File: src/rtl/muldiv_sequencer_if.sv
// Handshake and result bus between the EX stage and the iterative mul/div sequencer.
interface muldiv_sequencer_if #(parameter int W = 32);
  logic         start;
  logic [1:0]   op;
  logic [W-1:0] a;
  logic [W-1:0] b;
  logic         busy;
  logic         done;
  logic         div_by_zero;
  logic [W-1:0] hi;
  logic [W-1:0] lo;

  modport master (output start, op, a, b,
                  input  busy, done, div_by_zero, hi, lo);
  modport slave  (input  start, op, a, b,
                  output busy, done, div_by_zero, hi, lo);
endinterface

File: src/rtl/muldiv_sequencer.sv
// Iterative MULT/MULTU/DIV/DIVU unit owning HI/LO; one shift-add/subtract step per clock.
//  state | meaning
//  IDLE  | waiting for start, hi/lo hold the last result
//  RUN   | W magnitude iterations (shift-add or restoring shift-subtract)
//  FIX   | sign correction; corrected result loads hi/lo on the edge into DONE
//  DONE  | done/div_by_zero pulse, hi/lo valid
module muldiv_sequencer #(
  parameter int W = 32
) (
  input  logic               clk,
  input  logic               rst_n,
  muldiv_sequencer_if.slave  bus
);
  localparam int CW = $clog2(W);

  typedef enum logic [1:0] {IDLE, RUN, FIX, DONE} state_t;

  state_t         state;
  logic [CW-1:0]  cnt;
  logic           busy_q, done_q, dbz_q;
  logic [W-1:0]   hi_q, lo_q;
  logic           is_div, neg_q, neg_r, b_zero;
  logic [W-1:0]   ma, mb, a_orig;
  logic [2*W-1:0] acc;

  logic           sa, sb;
  logic [W-1:0]   a_mag, b_mag;
  logic [W:0]     add_sum, shl_rem, sub_diff;
  logic [2*W-1:0] step_mul, step_div, acc_neg;
  logic [W-1:0]   q_fix, r_fix;

  always_comb begin
    sa    = bus.op[0] & bus.a[W-1];
    sb    = bus.op[0] & bus.b[W-1];
    a_mag = sa ? -bus.a : bus.a;
    b_mag = sb ? -bus.b : bus.b;

    // acc = {partial product, remaining multiplier bits}
    add_sum  = {1'b0, acc[2*W-1:W]} + (acc[0] ? {1'b0, ma} : '0);
    step_mul = {add_sum, acc[W-1:1]};

    // acc = {partial remainder, dividend bits / quotient bits}
    shl_rem  = {acc[2*W-1:W], acc[W-1]};
    sub_diff = shl_rem - {1'b0, mb};
    if (!sub_diff[W]) step_div = {sub_diff[W-1:0], acc[W-2:0], 1'b1};
    else              step_div = {shl_rem[W-1:0],  acc[W-2:0], 1'b0};

    acc_neg = -acc;
    q_fix   = neg_q ? -acc[W-1:0]   : acc[W-1:0];
    r_fix   = neg_r ? -acc[2*W-1:W] : acc[2*W-1:W];
  end

  always_ff @(posedge clk or negedge rst_n) begin
    if (!rst_n) begin
      state  <= IDLE;
      cnt    <= '0;
      busy_q <= 1'b0;
      done_q <= 1'b0;
      dbz_q  <= 1'b0;
      hi_q   <= '0;
      lo_q   <= '0;
      is_div <= 1'b0;
      neg_q  <= 1'b0;
      neg_r  <= 1'b0;
      b_zero <= 1'b0;
      ma     <= '0;
      mb     <= '0;
      a_orig <= '0;
      acc    <= '0;
    end else begin
      done_q <= 1'b0;
      dbz_q  <= 1'b0;
      case (state)
        IDLE: begin
          if (bus.start) begin
            state  <= RUN;
            cnt    <= '0;
            busy_q <= 1'b1;
            is_div <= bus.op[1];
            neg_q  <= sa ^ sb;
            neg_r  <= sa;
            b_zero <= (bus.b == '0);
            ma     <= a_mag;
            mb     <= b_mag;
            a_orig <= bus.a;
            acc    <= {{W{1'b0}}, (bus.op[1] ? a_mag : b_mag)};
          end
        end
        RUN: begin
          acc <= is_div ? step_div : step_mul;
          cnt <= cnt + 1'b1;
          if (cnt == CW'(W-1)) state <= FIX;
        end
        FIX: begin
          state  <= DONE;
          done_q <= 1'b1;
          if (is_div) begin
            // divide by zero still takes the full run, then reports the raw dividend
            if (b_zero) begin
              hi_q  <= a_orig;
              lo_q  <= '1;
              dbz_q <= 1'b1;
            end else begin
              hi_q <= r_fix;
              lo_q <= q_fix;
            end
          end else begin
            {hi_q, lo_q} <= neg_q ? acc_neg : acc;
          end
        end
        DONE: begin
          state  <= IDLE;
          busy_q <= 1'b0;
        end
        default: state <= IDLE;
      endcase
    end
  end

  assign bus.busy        = busy_q;
  assign bus.done        = done_q;
  assign bus.div_by_zero = dbz_q;
  assign bus.hi          = hi_q;
  assign bus.lo          = lo_q;
endmodule
File: src/flat_wrapper.sv
// flat-port wrapper written by rule: the top's interface ports become plain ports
module muldiv_sequencer_flat 
#(
  parameter int W = 32
)
  (clk, rst_n, bus_start, bus_op, bus_a, bus_b, bus_busy, bus_done, bus_div_by_zero, bus_hi, bus_lo);
  muldiv_sequencer_if #(.W(W)) bus_i ();
  input  logic clk;
  input  logic rst_n;
  input wire logic [$bits(bus_i.start)-1:0] bus_start;
  input wire logic [$bits(bus_i.op)-1:0] bus_op;
  input wire logic [$bits(bus_i.a)-1:0] bus_a;
  input wire logic [$bits(bus_i.b)-1:0] bus_b;
  output wire logic [$bits(bus_i.busy)-1:0] bus_busy;
  output wire logic [$bits(bus_i.done)-1:0] bus_done;
  output wire logic [$bits(bus_i.div_by_zero)-1:0] bus_div_by_zero;
  output wire logic [$bits(bus_i.hi)-1:0] bus_hi;
  output wire logic [$bits(bus_i.lo)-1:0] bus_lo;
  assign bus_i.start = bus_start;
  assign bus_i.op = bus_op;
  assign bus_i.a = bus_a;
  assign bus_i.b = bus_b;
  assign bus_busy = bus_i.busy;
  assign bus_done = bus_i.done;
  assign bus_div_by_zero = bus_i.div_by_zero;
  assign bus_hi = bus_i.hi;
  assign bus_lo = bus_i.lo;
  muldiv_sequencer #(.W(W)) u_core (.clk(clk), .rst_n(rst_n), .bus(bus_i));
endmodule
File: config.mk
export PLATFORM = sky130hd
export DESIGN_NAME = muldiv_sequencer_flat
export DESIGN_NICKNAME = d
export VERILOG_FILES = /design/src/rtl/muldiv_sequencer_if.sv /design/src/rtl/muldiv_sequencer.sv /design/src/flat_wrapper.sv
export SDC_FILE = /design/constraint.sdc
export NUM_CORES = 1
export LEC_CHECK = 0
export CAP_MARGIN = 40
export CORE_UTILIZATION = 60
export DETAILED_ROUTE_END_ITERATION = 16
export PLACE_DENSITY = 0.78
export SLEW_MARGIN = 5
export SYNTH_ARGS = -nofsm -noshare
export SYNTH_HDL_FRONTEND = slang
export SYNTH_SLANG_ARGS = --single-unit
File: constraint.sdc
create_clock -name clk -period 4.46 [get_ports clk]
set_input_delay 1.338 -clock clk [delete_from_list [all_inputs] [get_ports clk]]
set_output_delay 1.338 -clock clk [all_outputs]
set_load 0.03 [all_outputs]
==> flow_summary.yaml <==
synthesis:
  biggest_area_consumer_among_synthesized_cells: "sky130_fd_sc_hd__dfrtp_1"
  synth_enable_flop_cells: 0
  fraction_of_synthesis_flops_using_an_asynchronous_set_or_reset_pin_pct: 100
  synth_top_flop_cell: "sky130_fd_sc_hd__dfrtp_1"
  synthDominantCellAreaShare_pct: 33.2
  post_synth_main_area_contributors: "sky130_fd_sc_hd__dfrtp_1 (33%), sky130_fd_sc_hd__a21oi_1 (6.0%), sky130_fd_sc_hd__o21ai_0 (5.6%)"
  postSynthNetCount: 2311
  yosys_warnings: 0
  syn_area_per_cell_um2: 8.25
  ys_seq_elements: 237
  yosysSeqAreaShare_pct: 33.2
  netlist_top_cells_count: "sky130_fd_sc_hd__dfrtp_1 (237), sky130_fd_sc_hd__a21oi_1 (214), sky130_fd_sc_hd__nor2_1 (199), sky130_fd_sc_hd__o21ai_0 (199), sky130_fd_sc_hd__nand2_1 (181)"
  synthDistinctLibCells: 78
  area_of_the_mapped_netlist_mm2: 0.0179
  synth_most_common_cell: "sky130_fd_sc_hd__dfrtp_1"
  syn_inst: 2166
floorplan:
  die_area_mm2: 0.0305
  die-width_um: 175
  floorplan.die.height_um: 175
  core_area_mm2: 0.0290
  placementRows: 62
  effective_utilization_at_floorplan_pct: 61.6
  ioPinCount: 136
setup_path:
  path_class: "reg -> reg"
  critical_path_peak_fanout: 9
  worst_setup_path_endpoint: "u_core.acc[63]"
  startpoint_of_the_worst_slack_reg_to_reg_timing_path: "u_core.acc[33]"
  ff2ff_path_depth: 11
  setup.reg_to_reg.worst_slack_ps: 470
  cp_data_arrival_time_ps: 4450
  worstSetupEndpointType: "register"
  critPathLaunch: "u_core.acc[33]"
  timing.critical_path.required_ps: 4910
  worst_setup_path_start_kind: "register"
  worst_r2r_endpoint: "u_core.acc[63]"
timing:
  timing.final.setup_violations: 0
  worst_clk_skew_ps: 18.2
  unrepaired_setup_endpoints_after_global_routing: "false"
  maxClockFrequency_mhz: 250
  final.min_clock_period_ps: 3990
  timing.final.max_slew_violations: 0
  tightest_slew_ps: 983
  layout_worst_path_cycle_share_pct: 89.6
  slew-limit-headroom_pct: 33.6
  hold_violations: 0
cts:
  post-cts-setup-buffer-count: 0
  ctsLongestPathBuffers: 3
  cts-root-buf: "sky130_fd_sc_hd__clkbuf_16"
  clk_pin_slew_ps: 60
  tritoncts: "done"
  clock_latency_ps: 550
  holdBufCountCts: 0
  cts_repair_resize_count: 0
  level_count_of_the_clock_h_tree: 1
  cts-buffers-inserted: 28
  cts.sink_count: 237
power:
  net_switching_component_of_the_power_mw: 7.84
  vdd_drop_max_mv: 0.536
  pwr-share-seq_pct: 27.1
  swShare_pct: 48.9
  cellLeakagePower_nw: 8.91
  p_clk_share_pct: 14.0
  combPwrFrac_pct: 58.9
  totalPowerFinal_mw: 16.0
  pwr_density_cell_mw_per_mm2: 768
  p_int_mw: 8.20
global_routing:
  overflow: 0
  grt_pass1_vias: 16500
  wire_length_of_the_first_global_routing_pass_um: 95600
  grt_start_max_net_pins: 91
  grt_antenna_before_repair: 1
  gr-usage-all-layers_pct: 40.7
route:
  via_per_inst: 6.54
  wl_per_cell_um: 23.3
  drtIter0Drc: 2473
  drt-pass1-iter-count: 6
  antenna_violating_nets_post_route: 0
  drt_drc_violations_left: 0
  drt_wl_total_um: 62500
  route.vias.total: 17600
placed_design:
  gp_congestion: 0.986
  dp_hpwl_um: 47600
  portBuffers: 135
  post-place-cells: 2635
outcome:
  outcome: "finished clean"
layout:
  final_cells: 2686
  areaGrowthSynthToFinish_pct: 16.8
  antenna_cells: 0
  final_layout_size_suffix_gt1_share_pct: 10.1
  finish.net_count: 2426
run:
  max-cap-violations: 0
min_path:
  holdCritPathClass: "reg -> reg"
per-layer routing:
metal  routed length, µm  vias to the layer above  track usage [%]
li1                    -                     7915                -
met1               25500                     8361             56.7
met2               27300                     1092             62.2
met3                6560                      207             7.46
met4                3050                        2             17.2
met5                  13                        -                0
layout make-up:
type	count	area (µm²)
clock buffers	39	783
well taps	384	480
fillers	2336	8140
inverters	95	357
flip-flops and latches	237	5940
clock inverters	12	103
multi-input cells	1684	11000
repair buffers	235	2200
registers in the layout (all words and copies together), names as in the netlist:
| signal | flops |
|---|---|
| u_core.ma | 32 |
| u_core.b_zero | 1 |
| u_core.bus.div_by_zero | 1 |
| u_core.bus.done | 1 |
| u_core.mb | 32 |
| u_core.state | 2 |
| u_core.bus.busy | 1 |
| u_core.bus.hi | 32 |
| u_core.bus.lo | 32 |
| u_core.a_orig | 31 |
| u_core.neg_r | 1 |
| u_core.cnt | 5 |
| u_core.neg_q | 1 |
| u_core.is_div | 1 |
| u_core.acc | 64 |
power groups by stage:
stage | Clock, mW | Combinational (mW) | Sequential (mW)
4_1_cts | 2.24 | 9.25 | 4.27
5_1_grt | 2.33 | 10.2 | 4.41
3_3_place_gp | 0 | 8.89 | 4.27
6_report | 2.24 | 9.45 | 4.35
2_1_floorplan | 0 | 6.09 | 4.24
3_5_place_dp | 0 | 9.18 | 4.30
worst min path at each step:
stage | slack, ps | to | start | cells past startpoint
floorplan | 440 | u_core.ma[10] | u_core.ma[10] | 2
global placement | 460 | u_core.ma[8] | u_core.ma[8] | 2
detailed placement | 460 | u_core.ma[7] | u_core.ma[7] | 2
CTS | 480 | u_core.ma[7] | u_core.ma[7] | 2
global route | 500 | u_core.ma[10] | u_core.ma[10] | 2
finish | 470 | u_core.ma[7] | u_core.ma[7] | 2
layout by cell type (no fill, tap or decap), types with 10 or more instances in the layout:
cell and count:
sky130_fd_sc_hd__a211oi_1 26, sky130_fd_sc_hd__a21o_1 30, sky130_fd_sc_hd__a21oi_1 214, sky130_fd_sc_hd__a22oi_1 20
sky130_fd_sc_hd__a31oi_1 11, sky130_fd_sc_hd__and2_1 42, sky130_fd_sc_hd__and3_1 12, sky130_fd_sc_hd__buf_4 93
sky130_fd_sc_hd__clkbuf_16 29, sky130_fd_sc_hd__clkdlybuf4s50_1 133, sky130_fd_sc_hd__dfrtp_1 234, sky130_fd_sc_hd__ha_1 72
sky130_fd_sc_hd__inv_1 95, sky130_fd_sc_hd__mux2_2 60, sky130_fd_sc_hd__mux2i_1 56, sky130_fd_sc_hd__nand2_1 180
sky130_fd_sc_hd__nand2b_1 19, sky130_fd_sc_hd__nand3_1 27, sky130_fd_sc_hd__nand4_1 16, sky130_fd_sc_hd__nor2_1 198
sky130_fd_sc_hd__nor2b_1 15, sky130_fd_sc_hd__nor3_1 41, sky130_fd_sc_hd__nor4_1 19, sky130_fd_sc_hd__o211ai_1 35
sky130_fd_sc_hd__o21a_1 12, sky130_fd_sc_hd__o21ai_0 198, sky130_fd_sc_hd__o31ai_1 30, sky130_fd_sc_hd__o41ai_1 12
sky130_fd_sc_hd__or3_1 10, sky130_fd_sc_hd__or4_1 16, sky130_fd_sc_hd__xnor2_1 113, sky130_fd_sc_hd__xor2_1 85
logic make-up after synthesis:
logic type / after synthesis / synth area share, %
compound gates: 664 / 22.7
buf+inv: 245 / 5.29
flops: 237 / 33.2
mux: 117 / 7.00
xor+xnor: 198 / 9.71
fa+ha+maj: 76 / 5.41
simple gates: 629 / 16.7
worst max-delay path, cell delays in order (launching register included):
cell	delay, ps
sky130_fd_sc_hd__dfrtp_1	690
sky130_fd_sc_hd__inv_1	170
sky130_fd_sc_hd__fa_1	500
sky130_fd_sc_hd__nor2b_1	190
sky130_fd_sc_hd__o31ai_1	110
sky130_fd_sc_hd__a21oi_1	320
sky130_fd_sc_hd__o21ai_0	310
sky130_fd_sc_hd__o21a_1	310
sky130_fd_sc_hd__a221o_1	410
sky130_fd_sc_hd__or3_1	380
sky130_fd_sc_hd__a41o_1	300
sky130_fd_sc_hd__a22oi_1	200
metrics by stage:
stage	hold WS [ps]	TNS, ps	worst slack, ps	cell area, µm²	util, %
after CTS	476	0	560	20900	71.9
after floorplan	442	0	605	17900	-
after global placement	457	0	19.5	19900	68.6
after detailed placement	462	-27.2	-27.2	20000	68.9
after global routing	497	0	361	20900	71.9
final	473	0	466	20900	71.9
No activity file was read; power rests on OpenSTA's default activity.
